**src/rtl/iq_accum.sv**
```systemverilog
// iq_accum: pairs IQ-serialized samples, sums 2**log_n complete pairs and emits
// the rounded (half-up) mean as one IQ-serialized output pair with its own gate.
// Malformed pairing is reported through a sticky orphan flag.
module iq_accum #(
  parameter int dw    = 18,
  parameter int log_n = 3
) (
  input  logic                 clk,
  input  logic                 rst,
  input  logic                 gate_in,
  input  logic                 iq,
  input  logic signed [dw-1:0] z,
  input  logic                 clear,
  output logic signed [dw-1:0] avg,
  output logic                 avg_iq,
  output logic                 avg_gate,
  output logic [log_n-1:0]     cnt,
  output logic                 orphan
);

  // Accumulator width: a full block of extreme samples cannot overflow it.
  localparam int aw = dw + log_n;
  localparam logic [log_n-1:0]  cnt_last_c = {log_n{1'b1}};
  localparam logic signed [aw:0] half_c    = {{aw{1'b0}}, 1'b1} << (log_n - 1);

  typedef enum logic [0:0] {
    IDLE   = 1'b0,
    HAVE_I = 1'b1
  } pair_state_t;

  typedef enum logic [1:0] {
    OUT_IDLE = 2'd0,
    OUT_I    = 2'd1,
    OUT_Q    = 2'd2
  } out_phase_t;

  pair_state_t          state_r, state_nxt_s;
  out_phase_t           out_phase_r;
  logic signed [dw-1:0] i_hold_r;
  logic signed [aw-1:0] acc_i_r, acc_q_r;
  logic signed [aw-1:0] sum_i_r, sum_q_r;
  logic signed [aw-1:0] acc_i_nxt_s, acc_q_nxt_s;
  logic [log_n-1:0]     cnt_r;
  logic                 orphan_r;
  logic signed [dw-1:0] avg_r;
  logic                 avg_iq_r, avg_gate_r;
  logic                 pair_s, orphan_set_s, load_i_s, dump_s;
  logic signed [aw:0]   rnd_i_s, rnd_q_s;
  logic signed [dw-1:0] mean_i_s, mean_q_s;

  // Pairing FSM next-state and per-cycle events (pair done, orphan, I latch).
  always_comb begin
    state_nxt_s  = state_r;
    pair_s       = 1'b0;
    orphan_set_s = 1'b0;
    load_i_s     = 1'b0;
    case (state_r)
      IDLE: begin
        if (gate_in && iq) begin
          load_i_s    = 1'b1;
          state_nxt_s = HAVE_I;
        end else if (gate_in) begin
          orphan_set_s = 1'b1;
          state_nxt_s  = IDLE;
        end else begin
          state_nxt_s = IDLE;
        end
      end
      HAVE_I: begin
        if (!gate_in) begin
          orphan_set_s = 1'b1;
          state_nxt_s  = IDLE;
        end else if (iq) begin
          orphan_set_s = 1'b1;
          load_i_s     = 1'b1;
          state_nxt_s  = HAVE_I;
        end else begin
          pair_s      = 1'b1;
          state_nxt_s = IDLE;
        end
      end
      default: begin
        state_nxt_s = IDLE;
      end
    endcase
  end

  // Running sums including the current pair, and the block-end strobe.
  always_comb begin
    acc_i_nxt_s = acc_i_r + {{log_n{i_hold_r[dw-1]}}, i_hold_r};
    acc_q_nxt_s = acc_q_r + {{log_n{z[dw-1]}}, z};
    dump_s      = pair_s && !clear && (cnt_r == cnt_last_c);
  end

  // Round half up: add half an LSB of the mean, then arithmetic shift.
  always_comb begin
    rnd_i_s  = {sum_i_r[aw-1], sum_i_r} + half_c;
    rnd_q_s  = {sum_q_r[aw-1], sum_q_r} + half_c;
    mean_i_s = dw'(rnd_i_s >>> log_n);
    mean_q_s = dw'(rnd_q_s >>> log_n);
  end

  // Pairing state and held I sample; clear forces the FSM back to IDLE.
  always_ff @(posedge clk or posedge rst) begin
    if (rst) begin
      state_r  <= IDLE;
      i_hold_r <= '0;
    end else begin
      if (clear) begin
        state_r <= IDLE;
      end else begin
        state_r <= state_nxt_s;
      end
      if (load_i_s) begin
        i_hold_r <= z;
      end
    end
  end

  // Accumulate pairs; on the last pair of a block snapshot the sums and restart.
  always_ff @(posedge clk or posedge rst) begin
    if (rst) begin
      acc_i_r <= '0;
      acc_q_r <= '0;
      sum_i_r <= '0;
      sum_q_r <= '0;
      cnt_r   <= '0;
    end else if (clear) begin
      acc_i_r <= '0;
      acc_q_r <= '0;
      cnt_r   <= '0;
    end else if (pair_s) begin
      if (cnt_r == cnt_last_c) begin
        sum_i_r <= acc_i_nxt_s;
        sum_q_r <= acc_q_nxt_s;
        acc_i_r <= '0;
        acc_q_r <= '0;
        cnt_r   <= '0;
      end else begin
        acc_i_r <= acc_i_nxt_s;
        acc_q_r <= acc_q_nxt_s;
        cnt_r   <= cnt_r + log_n'(1'b1);
      end
    end
  end

  // Sticky orphan flag; only clear or reset drops it.
  always_ff @(posedge clk or posedge rst) begin
    if (rst) begin
      orphan_r <= 1'b0;
    end else if (clear) begin
      orphan_r <= 1'b0;
    end else if (orphan_set_s) begin
      orphan_r <= 1'b1;
    end
  end

  // Output sequencer: I mean, then Q mean, then gate drops with avg held.
  always_ff @(posedge clk or posedge rst) begin
    if (rst) begin
      out_phase_r <= OUT_IDLE;
      avg_r       <= '0;
      avg_iq_r    <= 1'b0;
      avg_gate_r  <= 1'b0;
    end else begin
      case (out_phase_r)
        OUT_I: begin
          avg_r       <= mean_i_s;
          avg_iq_r    <= 1'b1;
          avg_gate_r  <= 1'b1;
          out_phase_r <= OUT_Q;
        end
        OUT_Q: begin
          avg_r       <= mean_q_s;
          avg_iq_r    <= 1'b0;
          avg_gate_r  <= 1'b1;
          out_phase_r <= OUT_IDLE;
        end
        OUT_IDLE: begin
          avg_iq_r    <= 1'b0;
          avg_gate_r  <= 1'b0;
          out_phase_r <= dump_s ? OUT_I : OUT_IDLE;
        end
        default: begin
          avg_iq_r    <= 1'b0;
          avg_gate_r  <= 1'b0;
          out_phase_r <= OUT_IDLE;
        end
      endcase
    end
  end

  assign avg      = avg_r;
  assign avg_iq   = avg_iq_r;
  assign avg_gate = avg_gate_r;
  assign cnt      = cnt_r;
  assign orphan   = orphan_r;

endmodule
```
**config.mk**
```make
export PLATFORM = sky130hd
export DESIGN_NAME = iq_accum
export DESIGN_NICKNAME = d
export VERILOG_FILES = /design/src/rtl/iq_accum.sv
export SDC_FILE = /design/constraint.sdc
export NUM_CORES = 1
export LEC_CHECK = 0
export BUFFER_PORTS_ARGS = -buffer_cell sky130_fd_sc_hd__buf_2
export CAP_MARGIN = 20
export CORE_MARGIN = 3
export CORE_UTILIZATION = 63
export CTS_BUF_LIST = sky130_fd_sc_hd__clkbuf_8
export DETAILED_ROUTE_END_ITERATION = 8
export GPL_ROUTABILITY_DRIVEN = 0
export HOLD_SLACK_MARGIN = 0.06
export PLACE_DENSITY = 0.82
export SLEW_MARGIN = 0
export SYNTH_ARGS = -nofsm -noshare
export SYNTH_HDL_FRONTEND = slang
export SYNTH_SLANG_ARGS = --single-unit
```
**constraint.sdc**
```tcl
create_clock -name clk -period 4.6 [get_ports clk]
set_input_delay 0.23 -clock clk [delete_from_list [all_inputs] [get_ports clk]]
set_output_delay 0.23 -clock clk [all_outputs]
set_load 0.005 [all_outputs]
```
==> impl_metrics.json, run 1 <==
{
  "wl_per_cell_microns": 17.8,
  "hold_viol": 0,
  "cts_buffer_depth": 2,
  "rsz0062_at_grt": "false",
  "htree_levels": 4,
  "start_util_pct": 66.2,
  "antenna_found_initial": 0,
  "cts-resized-gates": 0,
  "grt_pass1_vias": 5908,
  "max_freq_mhz": 340,
  "synthCells": 741,
  "hp-class": "in2reg",
  "clk_transition_reported_paths_ps": 70,
  "ys_warn_count": 0,
  "whs_endpoint": "i_hold_r[14]$_DFFE_PP0N_",
  "cts_root_buffer": "clkbuf_8",
  "max-cap-violations": 0,
  "grt_first_pass_wirelength_microns": 28600,
  "globalRouteTotalUtil_pct": 27.7,
  "grt_max_degree": 83,
  "start_kind": "primary input",
  "die_h_microns": 114,
  "multi_input_area_sq_mm": 0.00411,
  "final_cell_mix": "124 x dfrtp_1, 95 x nand2_1, 51 x mux2_2, 46 x ha_1, 46 x buf_2",
  "synth-seq-area-share_pct": 41.9,
  "startpoint": "z[0]",
  "crit_required_ps": 4930,
  "reg2reg_depth": 10,
  "first_pass_iters": 8,
  "r2r_slack_ps": 1710,
  "vias": 5910,
  "p_leak_uw": 0.00423,
  "antennaDiodeCount": 0,
  "die_area_sq_mm": 0.0131,
  "ys.flop_type": "dfrtp_1",
  "avgViaCountPerCell": 6.19,
  "timing.rr.start": "acc_q_r[0]$_DFFE_PP0P_",
  "dpl.hpwl_microns": 11900,
  "ys_ff_latch": 124,
  "whs_ps": 73.6,
  "async_flop_share_pct": 100,
  "ir_drop_uv": 264,
  "layout-drive-gt1-share_pct": 18.8,
  "nets": 873,
  "finalCriticalPeriod_ps": 2940,
  "syn_area_sq_mm": 0.00740,
  "area_growth_pct": 14.4,
  "cts_tree": "yes",
  "skew_ps": 11.7,
  "totalWireLength_microns": 17000,
  "cts-buffers-inserted": 17,
  "synth_fp_nets": 812,
  "powerDensity_mw_per_mm2": 311,
  "ant_nets": 0,
  "setup_total_negative_slack_ps": 0,
  "r2r-end": "sum_q_r[18]$_DFFE_PP0P_",
  "status": "finished, final reports clean",
  "fp.coreArea_sq_mm": 0.0112,
  "clk_latency_ps": 450,
  "die_x_microns": 114,
  "hold_path_startpoint": "z[14]",
  "crit_arrival_ps": 3270,
  "cts_setup_buffers": 0,
  "whs_path_depth": 2,
  "final_max_slew_viol_count": 0,
  "numPortBuffers": 46,
  "ios": 47,
  "setup_violations": 0,
  "layout_commonest_cell": "dfrtp_1",
  "grt-ovfl-total": 0,
  "critPathCaptureType": "register",
  "synth_area_per_cell_sq_um": 9.98,
  "worstMarginPinSlew_ps": 871,
  "maxSlewHeadroom_pct": 41.8,
  "clock-sinks": 124,
  "period_share_pct": 64.0,
  "synth_edf_count": 0,
  "crit_type": "in2reg",
  "remaining_drc_errors": 0,
  "crit_path_max_fanout": 4,
  "ys_types": 60,
  "drt-initial-drc-count": 400,
  "seqCellArea_sq_mm": 0.00310,
  "fillers": 771,
  "placementRows": 38
}
[cell type report]
type	count	share of cell area (%)
clock inverter	14	2.85
sequential	124	36.7
inverter	21	0.961
clock buffer	18	2.93
timing repair buffer	73	6.00
multi-input combinational	565	48.5
tap	140	2.07
[worst max-delay path, stage by stage]
cell           delay, ps
dlygate4sd3_1        520
buf_2                110
ha_1                 190
inv_1                 60
fa_1                 400
nand2b_1             180
a21o_1               190
a211oi_1             390
a311oi_1             260
o31ai_1              340
xor2_1               130
mux2_2               280
[synthesized netlist by cell type, types with 8 or more instances]
cell	n	share of area, %
dfrtp_1	124	42
nand2_1	95	4.8
mux2_2	51	7.8
ha_1	46	7.8
a21oi_1	38	2.6
o21ai_0	37	2.5
nor2_1	35	1.8
xnor2_1	30	3.6
a22o_1	27	3.2
clkbuf_1	25	1.3
a21o_1	24	2.4
inv_1	21	1.1
nand3_1	21	1.4
xor2_1	19	2.2
mux2i_1	15	2.0
nor3_1	11	0.74
a211oi_1	10	1.0
nand2b_1	9	0.76
o21bai_1	8	0.81
[cells by family after synthesis]
| kind of cell | Yosys count | share of synthesized area, % |
|---|---|---|
| muxes | 67 | 9.99 |
| DFF | 124 | 41.9 |
| xor gates and xnor gates | 50 | 6.11 |
| buffers and inverters | 52 | 2.76 |
| AOI/OAI and AO/OA | 186 | 17.2 |
| and+or+nand+nor | 214 | 13.7 |
| adders and majority gates | 48 | 8.32 |
[repair_timing]
item | in CTS | in global routing
hold buffers | 17 | 0
endpoints found under the hold margin | 73 | 0
endpoints found under the setup margin | 0 | 0
[layer usage]
| metal | vias up | wire (microns) | GRT usage (%) |
|---|---|---|---|
| met5 | - | 0 | 0 |
| met4 | 0 | 277 | 9.26 |
| met3 | 29 | 1320 | 4.70 |
| met2 | 240 | 7850 | 44.8 |
| met1 | 2844 | 7550 | 38.3 |
| li1 | 2797 | - | - |
[metrics by stage]
| step | utilization [%] | instances | instance area [sq um] | power (uW) | worst slack, ps |
|---|---|---|---|---|---|
| after floorplan | - | 741 | 7400 | 1380 | 1070 |
| after global placement | 69.4 | 904 | 7760 | 1450 | 1830 |
| after detailed placement | 69.7 | 905 | 7780 | 1460 | 1750 |
| after CTS | 75.6 | 954 | 8440 | 2630 | 1720 |
| after global routing | 75.8 | 955 | 8460 | 2730 | 1470 |
| final | 75.8 | 955 | 8460 | 2630 | 1660 |
[report_power, final]
part	switching, uW	total [uW]	internal [uW]	leakage, uW
Sequential	26.0	1150	1120	0.00169
Clock	450	1170	715	0.000231
Combinational	187	316	128	0.00231
Total	663	2630	1970	0.00423
[how the worst max path moves through the flow]
stage	end	slack [ps]	cells after the start
6_report	sum_q_r[18]$_DFFE_PP0P_	1660	12
5_1_grt	sum_q_r[18]$_DFFE_PP0P_	1470	12
3_5_place_dp	avg[13]$_DFFE_PP0P_	1750	11
3_3_place_gp	avg[13]$_DFFE_PP0P_	1830	11
4_1_cts	sum_q_r[18]$_DFFE_PP0P_	1720	12
2_1_floorplan	acc_i_r[0]$_DFFE_PP0P_	1070	1
[state kept, by name, indices dropped and copies added (netlist names)]
signal and cells:
i_hold_r 18, orphan 1, acc_q_r 21, avg_iq 1, sum_i_r 19, state_r 1
cnt 3, avg_gate 1, out_phase_r 1, sum_q_r 19, avg 18, acc_i_r 21
Note: power is estimated with default switching activity, not from simulation.
==> inputs of run 2 (changes only) <==
==> constraint.sdc (replaced) <==
create_clock -name clk -period 2.77 [get_ports clk]
set_input_delay 0.1385 -clock clk [delete_from_list [all_inputs] [get_ports clk]]
set_output_delay 0.1385 -clock clk [all_outputs]
set_load 0.005 [all_outputs]
==> run 2 against run 1 <==
Effect of this change:
- wire length rose by 4.0%
- register-to-register slack got worse by 1700 ps
- cell count rose by 1.8%
- critical path depth fell by 1
- clock power rose by 52%
- utilization rose by 1.6 points
- hold slack improved by 33 ps
- total power rose by 61%
- sequential power rose by 65%
- global-route usage rose by 0.82 points
- clock skew rose by 1.1 ps
- critical endpoint is now acc_q_r[20]$_DFFE_PP0P_
==> impl_metrics.json, run 2 (synthesis results as in run 1) <==
{
  "status": "finished, final reports clean",
  "cts_root_buffer": "clkbuf_8",
  "antennaDiodeCount": 0,
  "ant_nets": 0,
  "antenna_found_initial": 0,
  "numPortBuffers": 46,
  "area_growth_pct": 16.8,
  "max_freq_mhz": 367,
  "finalCriticalPeriod_ps": 2720,
  "critPathCaptureType": "register",
  "nets": 890,
  "cts_buffer_depth": 2,
  "crit_arrival_ps": 3050,
  "layout.cells.non_filler": 972,
  "die_x_microns": 114,
  "clk_transition_reported_paths_ps": 70,
  "multi_input_area_sq_mm": 0.00418,
  "final_max_slew_viol_count": 0,
  "die_area_sq_mm": 0.0131,
  "htree_levels": 4,
  "period_share_pct": 98.3,
  "grt_max_degree": 45,
  "whs_ps": 106,
  "clock-sinks": 124,
  "drt-initial-drc-count": 481,
  "maxSlewHeadroom_pct": 40.4,
  "avgViaCountPerCell": 6.21,
  "max-cap-violations": 0,
  "fp.coreArea_sq_mm": 0.0112,
  "p_leak_uw": 0.00431,
  "layout_commonest_cell": "dfrtp_1",
  "dpl.cell_count": 915,
  "worstMarginPinSlew_ps": 892,
  "skew_ps": 12.8,
  "seqCellArea_sq_mm": 0.00310,
  "totalWireLength_microns": 17700,
  "wl_per_cell_microns": 18.2,
  "grt-ovfl-total": 0,
  "remaining_drc_errors": 0,
  "powerDensity_mw_per_mm2": 489,
  "crit_type": "reg2reg",
  "die_h_microns": 114,
  "placementRows": 38,
  "start_util_pct": 66.2,
  "crit_required_ps": 3100,
  "hp-class": "in2reg",
  "globalRouteTotalUtil_pct": 28.6,
  "setup_violations": 0,
  "layout-drive-gt1-share_pct": 21.3,
  "reg_top3": "acc_i_r x21, acc_q_r x21",
  "start_kind": "register",
  "grt_first_pass_wirelength_microns": 29300,
  "grt_pass1_vias": 6053,
  "crit_path_max_fanout": 3,
  "ios": 47,
  "fillers": 731,
  "first_pass_iters": 7,
  "hold_viol": 0,
  "vias": 6037,
  "cts_tree": "yes",
  "ir_drop_uv": 493,
  "clk_latency_ps": 460,
  "final_cell_mix": "124 x dfrtp_1, 95 x nand2_1, 51 x mux2_2, 46 x buf_2, 44 x ha_1",
  "dpl.hpwl_microns": 12400,
  "power_uw": 4230,
  "cts-buffers-inserted": 17
}
## run 2: stage by stage
step	setup slack [ps]	area (sq um)	TNS, ps	utilization (%)
finish	47.2	8640	0	77.3
global route	-60.2	8640	-154	77.3
CTS	51.2	8550	0	76.5
detailed placement	18.2	7880	0	70.6
global placement	87.6	7880	0	70.6
floorplan	11.5	7410	0	-
## run 2: report_power, final
part           switching, uW  internal (uW)
Clock                    770           1010
Combinational            323            225
Sequential              41.9           1860
## run 2: area by class of cell
type	count	area share, %
multi-input combinational	565	48.4
tap	140	2.03
timing repair buffer	90	7.53
clock inverter	14	2.26
clock buffer	18	2.87
inverter	21	0.956
sequential	124	35.9
## run 2: worst paths after layout
kind	from	to	slack, ps	cells past startpoint
hold / removal	z[17]	i_hold_r[17]$_DFFE_PP0N_	110	3
hold reg to reg	sum_i_r[6]$_DFFE_PP0P_	sum_i_r[6]$_DFFE_PP0P_	480	2
setup / recovery	acc_q_r[0]$_DFFE_PP0P_	acc_q_r[20]$_DFFE_PP0P_	50	11
setup reg to reg	acc_q_r[0]$_DFFE_PP0P_	acc_q_r[20]$_DFFE_PP0P_	50	11
min in group asynchronous	rst	cnt[1]$_DFFE_PP0P_	390	3
max in group asynchronous	rst	acc_i_r[13]$_DFFE_PP0P_	1680	4
## run 2: worst max-delay path, cell delays in order (launching register included)
cell and delay (ps):
dfrtp_1 370, ha_2 200, inv_1 60, fa_2 350
nand2b_1 180, a21o_1 250, a211oi_4 310, buf_4 170
a31o_2 190, a211oi_1 100, a211oi_1 290, o22ai_1 130
## run 2: metal layers
metal | global-route usage, % | vias to the layer above | share of wire (%)
met5 | 0 | - | 0
met4 | 10.7 | 0 | 2.3
met3 | 5.34 | 38 | 7.8
met2 | 45.0 | 238 | 46
met1 | 39.6 | 2923 | 44
li1 | - | 2838 | -
## run 2: repair_timing
action                                 4_1_cts  5_1_grt
pin swaps                                    0       10
endpoints found under the hold margin       60        0
setup buffers                                0        4
hold buffers                                21        0
setup endpoints to repair                    1       19
gates resized for setup                      2       11
==> inputs of run 3 (changes only) <==
--- a/config.mk
+++ b/config.mk
@@ -5,6 +5,7 @@
 export SDC_FILE = /design/constraint.sdc
 export NUM_CORES = 1
 export LEC_CHECK = 0
+export ABC_CLOCK_PERIOD_IN_PS = 2770
 export BUFFER_PORTS_ARGS = -buffer_cell sky130_fd_sc_hd__buf_2
 export CAP_MARGIN = 20
 export CORE_MARGIN = 3
@@ -12,6 +13,7 @@
 export CTS_BUF_LIST = sky130_fd_sc_hd__clkbuf_8
 export DETAILED_ROUTE_END_ITERATION = 8
 export GPL_ROUTABILITY_DRIVEN = 0
+export GPL_TIMING_DRIVEN = 0
 export HOLD_SLACK_MARGIN = 0.06
 export PLACE_DENSITY = 0.82
 export SLEW_MARGIN = 0
==> run 3 against run 2 <==
Effect of this change:
- combinational power grew 4.2%
- first-iteration DRC count grew 5.8%
- cell count grew 1.5%
- maximum frequency shrank 0.58%
- global-route usage grew 1.4 points
- via count grew 0.99%
- clock skew is essentially flat
- sequential cell count is the same
- utilization grew 0.73 points
- largest cell class unchanged
- critical endpoint is now sum_q_r[18]$_DFFE_PP0P_
- sequential share of layout area shrank 0.34 points
- final area grew 0.94%
- wire length grew 4.6%
==> impl_metrics.json, run 3 (synthesis results as in run 1) <==
{
  "reg_top3": "acc_i_r x21, acc_q_r x21",
  "fp.coreArea_sq_mm": 0.0112,
  "finalInstanceArea_sq_mm": 0.00872,
  "area_growth_pct": 17.9,
  "final_max_slew_viol_count": 0,
  "first_pass_iters": 5,
  "numPortBuffers": 45,
  "crit_required_ps": 3110,
  "critPathCaptureType": "register",
  "cts_tree": "yes",
  "skew_ps": 12.7,
  "max-cap-violations": 0,
  "period_share_pct": 98.9,
  "crit_path_max_fanout": 4,
  "grt_pass1_vias": 6083,
  "start_kind": "register",
  "start_util_pct": 66.2,
  "ios": 47,
  "maxSlewHeadroom_pct": 39.8,
  "worstMarginPinSlew_ps": 903,
  "rsz0062_at_grt": "true",
  "setup_violations": 0,
  "placementRows": 38,
  "htree_levels": 4,
  "hp-class": "in2reg",
  "totalWireLength_microns": 18500,
  "max_freq_mhz": 365,
  "place_area_sq_mm": 0.00788,
  "clock-sinks": 124,
  "die_area_sq_mm": 0.0131,
  "drt-initial-drc-count": 509,
  "busiest_layer": "met2",
  "status": "finished, final reports clean",
  "p_leak_uw": 0.00431,
  "antenna_found_initial": 0,
  "grtUsageMet3_pct": 6.66,
  "crit_arrival_ps": 3070,
  "clk_transition_reported_paths_ps": 80,
  "layout-drive-gt1-share_pct": 20.3,
  "grt_first_pass_wirelength_microns": 30400,
  "dpl.cell_count": 930,
  "die_h_microns": 114,
  "ant_nets": 0,
  "avgViaCountPerCell": 6.18,
  "layout_commonest_cell": "dfrtp_1",
  "powerDensity_mw_per_mm2": 483,
  "final_cell_mix": "124 x dfrtp_1, 95 x nand2_1, 49 x mux2_2, 45 x buf_2, 43 x ha_1",
  "hold_viol": 0,
  "grt-ovfl-total": 0,
  "grt_max_degree": 45,
  "grt_use_met2_pct": 48.1,
  "crit_type": "reg2reg",
  "cts_buffer_depth": 2,
  "antennaDiodeCount": 0,
  "ir_drop_uv": 355,
  "nets": 905,
  "vias": 6097,
  "remaining_drc_errors": 0,
  "wl_per_cell_microns": 18.7,
  "cts_root_buffer": "clkbuf_8",
  "layout.cells.non_filler": 987,
  "dpl.hpwl_microns": 13500,
  "die_x_microns": 114,
  "fin_ws_ps": 31.3,
  "r2r_slack_ps": 30,
  "globalRouteTotalUtil_pct": 30.0,
  "cts-buffers-inserted": 17,
  "finalCriticalPeriod_ps": 2740,
  "clk_latency_ps": 450,
  "pre_cts_ws_ps": -272,
  "grt_use_met1_pct": 40.3
}
[run 3: cell types whose count changed in the layout (fill, tap and decap cells not counted), moves of 2 or more]
cell      before  now
clkbuf_1       0   25
buf_4         20    6
buf_1          0    3
clkinv_4       6    4
mux2_2        51   49
mux2_4         1    3
xor2_1        19   17
xor2_2         0    2
[run 3: path summary, 6_finish.rpt]
kind	start	to	depth (start not counted)
setup / recovery	acc_q_r[0]$_DFFE_PP0P_	sum_q_r[18]$_DFFE_PP0P_	10
hold / removal	z[17]	i_hold_r[17]$_DFFE_PP0N_	3
setup reg to reg	acc_q_r[0]$_DFFE_PP0P_	sum_q_r[18]$_DFFE_PP0P_	10
hold reg to reg	sum_q_r[12]$_DFFE_PP0P_	sum_q_r[12]$_DFFE_PP0P_	2
max in group asynchronous	rst	i_hold_r[14]$_DFFE_PP0N_	5
min in group asynchronous	rst	avg_gate$_DFF_PP0_	3
[run 3: report_power, final]
| group | internal [uW] | switching (uW) | leakage, uW |
|---|---|---|---|
| combinational | 226 | 346 | 0.00241 |
| clock | 978 | 754 | 0.000217 |
| sequential | 1860 | 44.8 | 0.00169 |
[run 3: timing repair]
item	4_1_cts	5_1_grt
cloned	0	0
resized for setup	9	25
hold buffers	21	0
buffers inserted	1	5
setup endpoints to repair	21	21
pin swaps	2	9
endpoints found under the hold margin	68	0
[run 3: stage by stage]
stage	utilization [%]	power [uW]	TNS [ps]	hold WS (ps)
3_3_place_gp	69.9	2420	-2020	393
5_1_grt	78.0	4370	-217	140
4_1_cts	76.7	4200	-212	87.9
2_1_floorplan	-	2290	0	289
3_5_place_dp	70.5	2450	-2300	169
6_report	78.0	4210	0	128
[run 3: metal layers]
layer	up-vias	wire length [microns]
met5	-	0
met1	2961	8050
li1	2865	-
met4	0	476
met3	39	1270
met2	232	8690
[run 3: final cells by class]
type,instances,area (sq um)
multi-input cells,565,4250
flip-flops and latches,124,3100
fillers,731,2450
repair buffers,75,541
clock buffers,17,234
clock inverters,15,198
well taps,140,175
plain buffers,30,136
inverters,21,82.6
[run 3: critical path, cell delays in order, from the launching register on]
cell and delay (ps):
dfrtp_1 360, ha_2 210, inv_2 50, fa_2 370, nand2b_4 150, a21o_1 230, a211oi_4 340, a311oi_4 190
o31ai_4 310, xor2_2 140, mux2_4 270
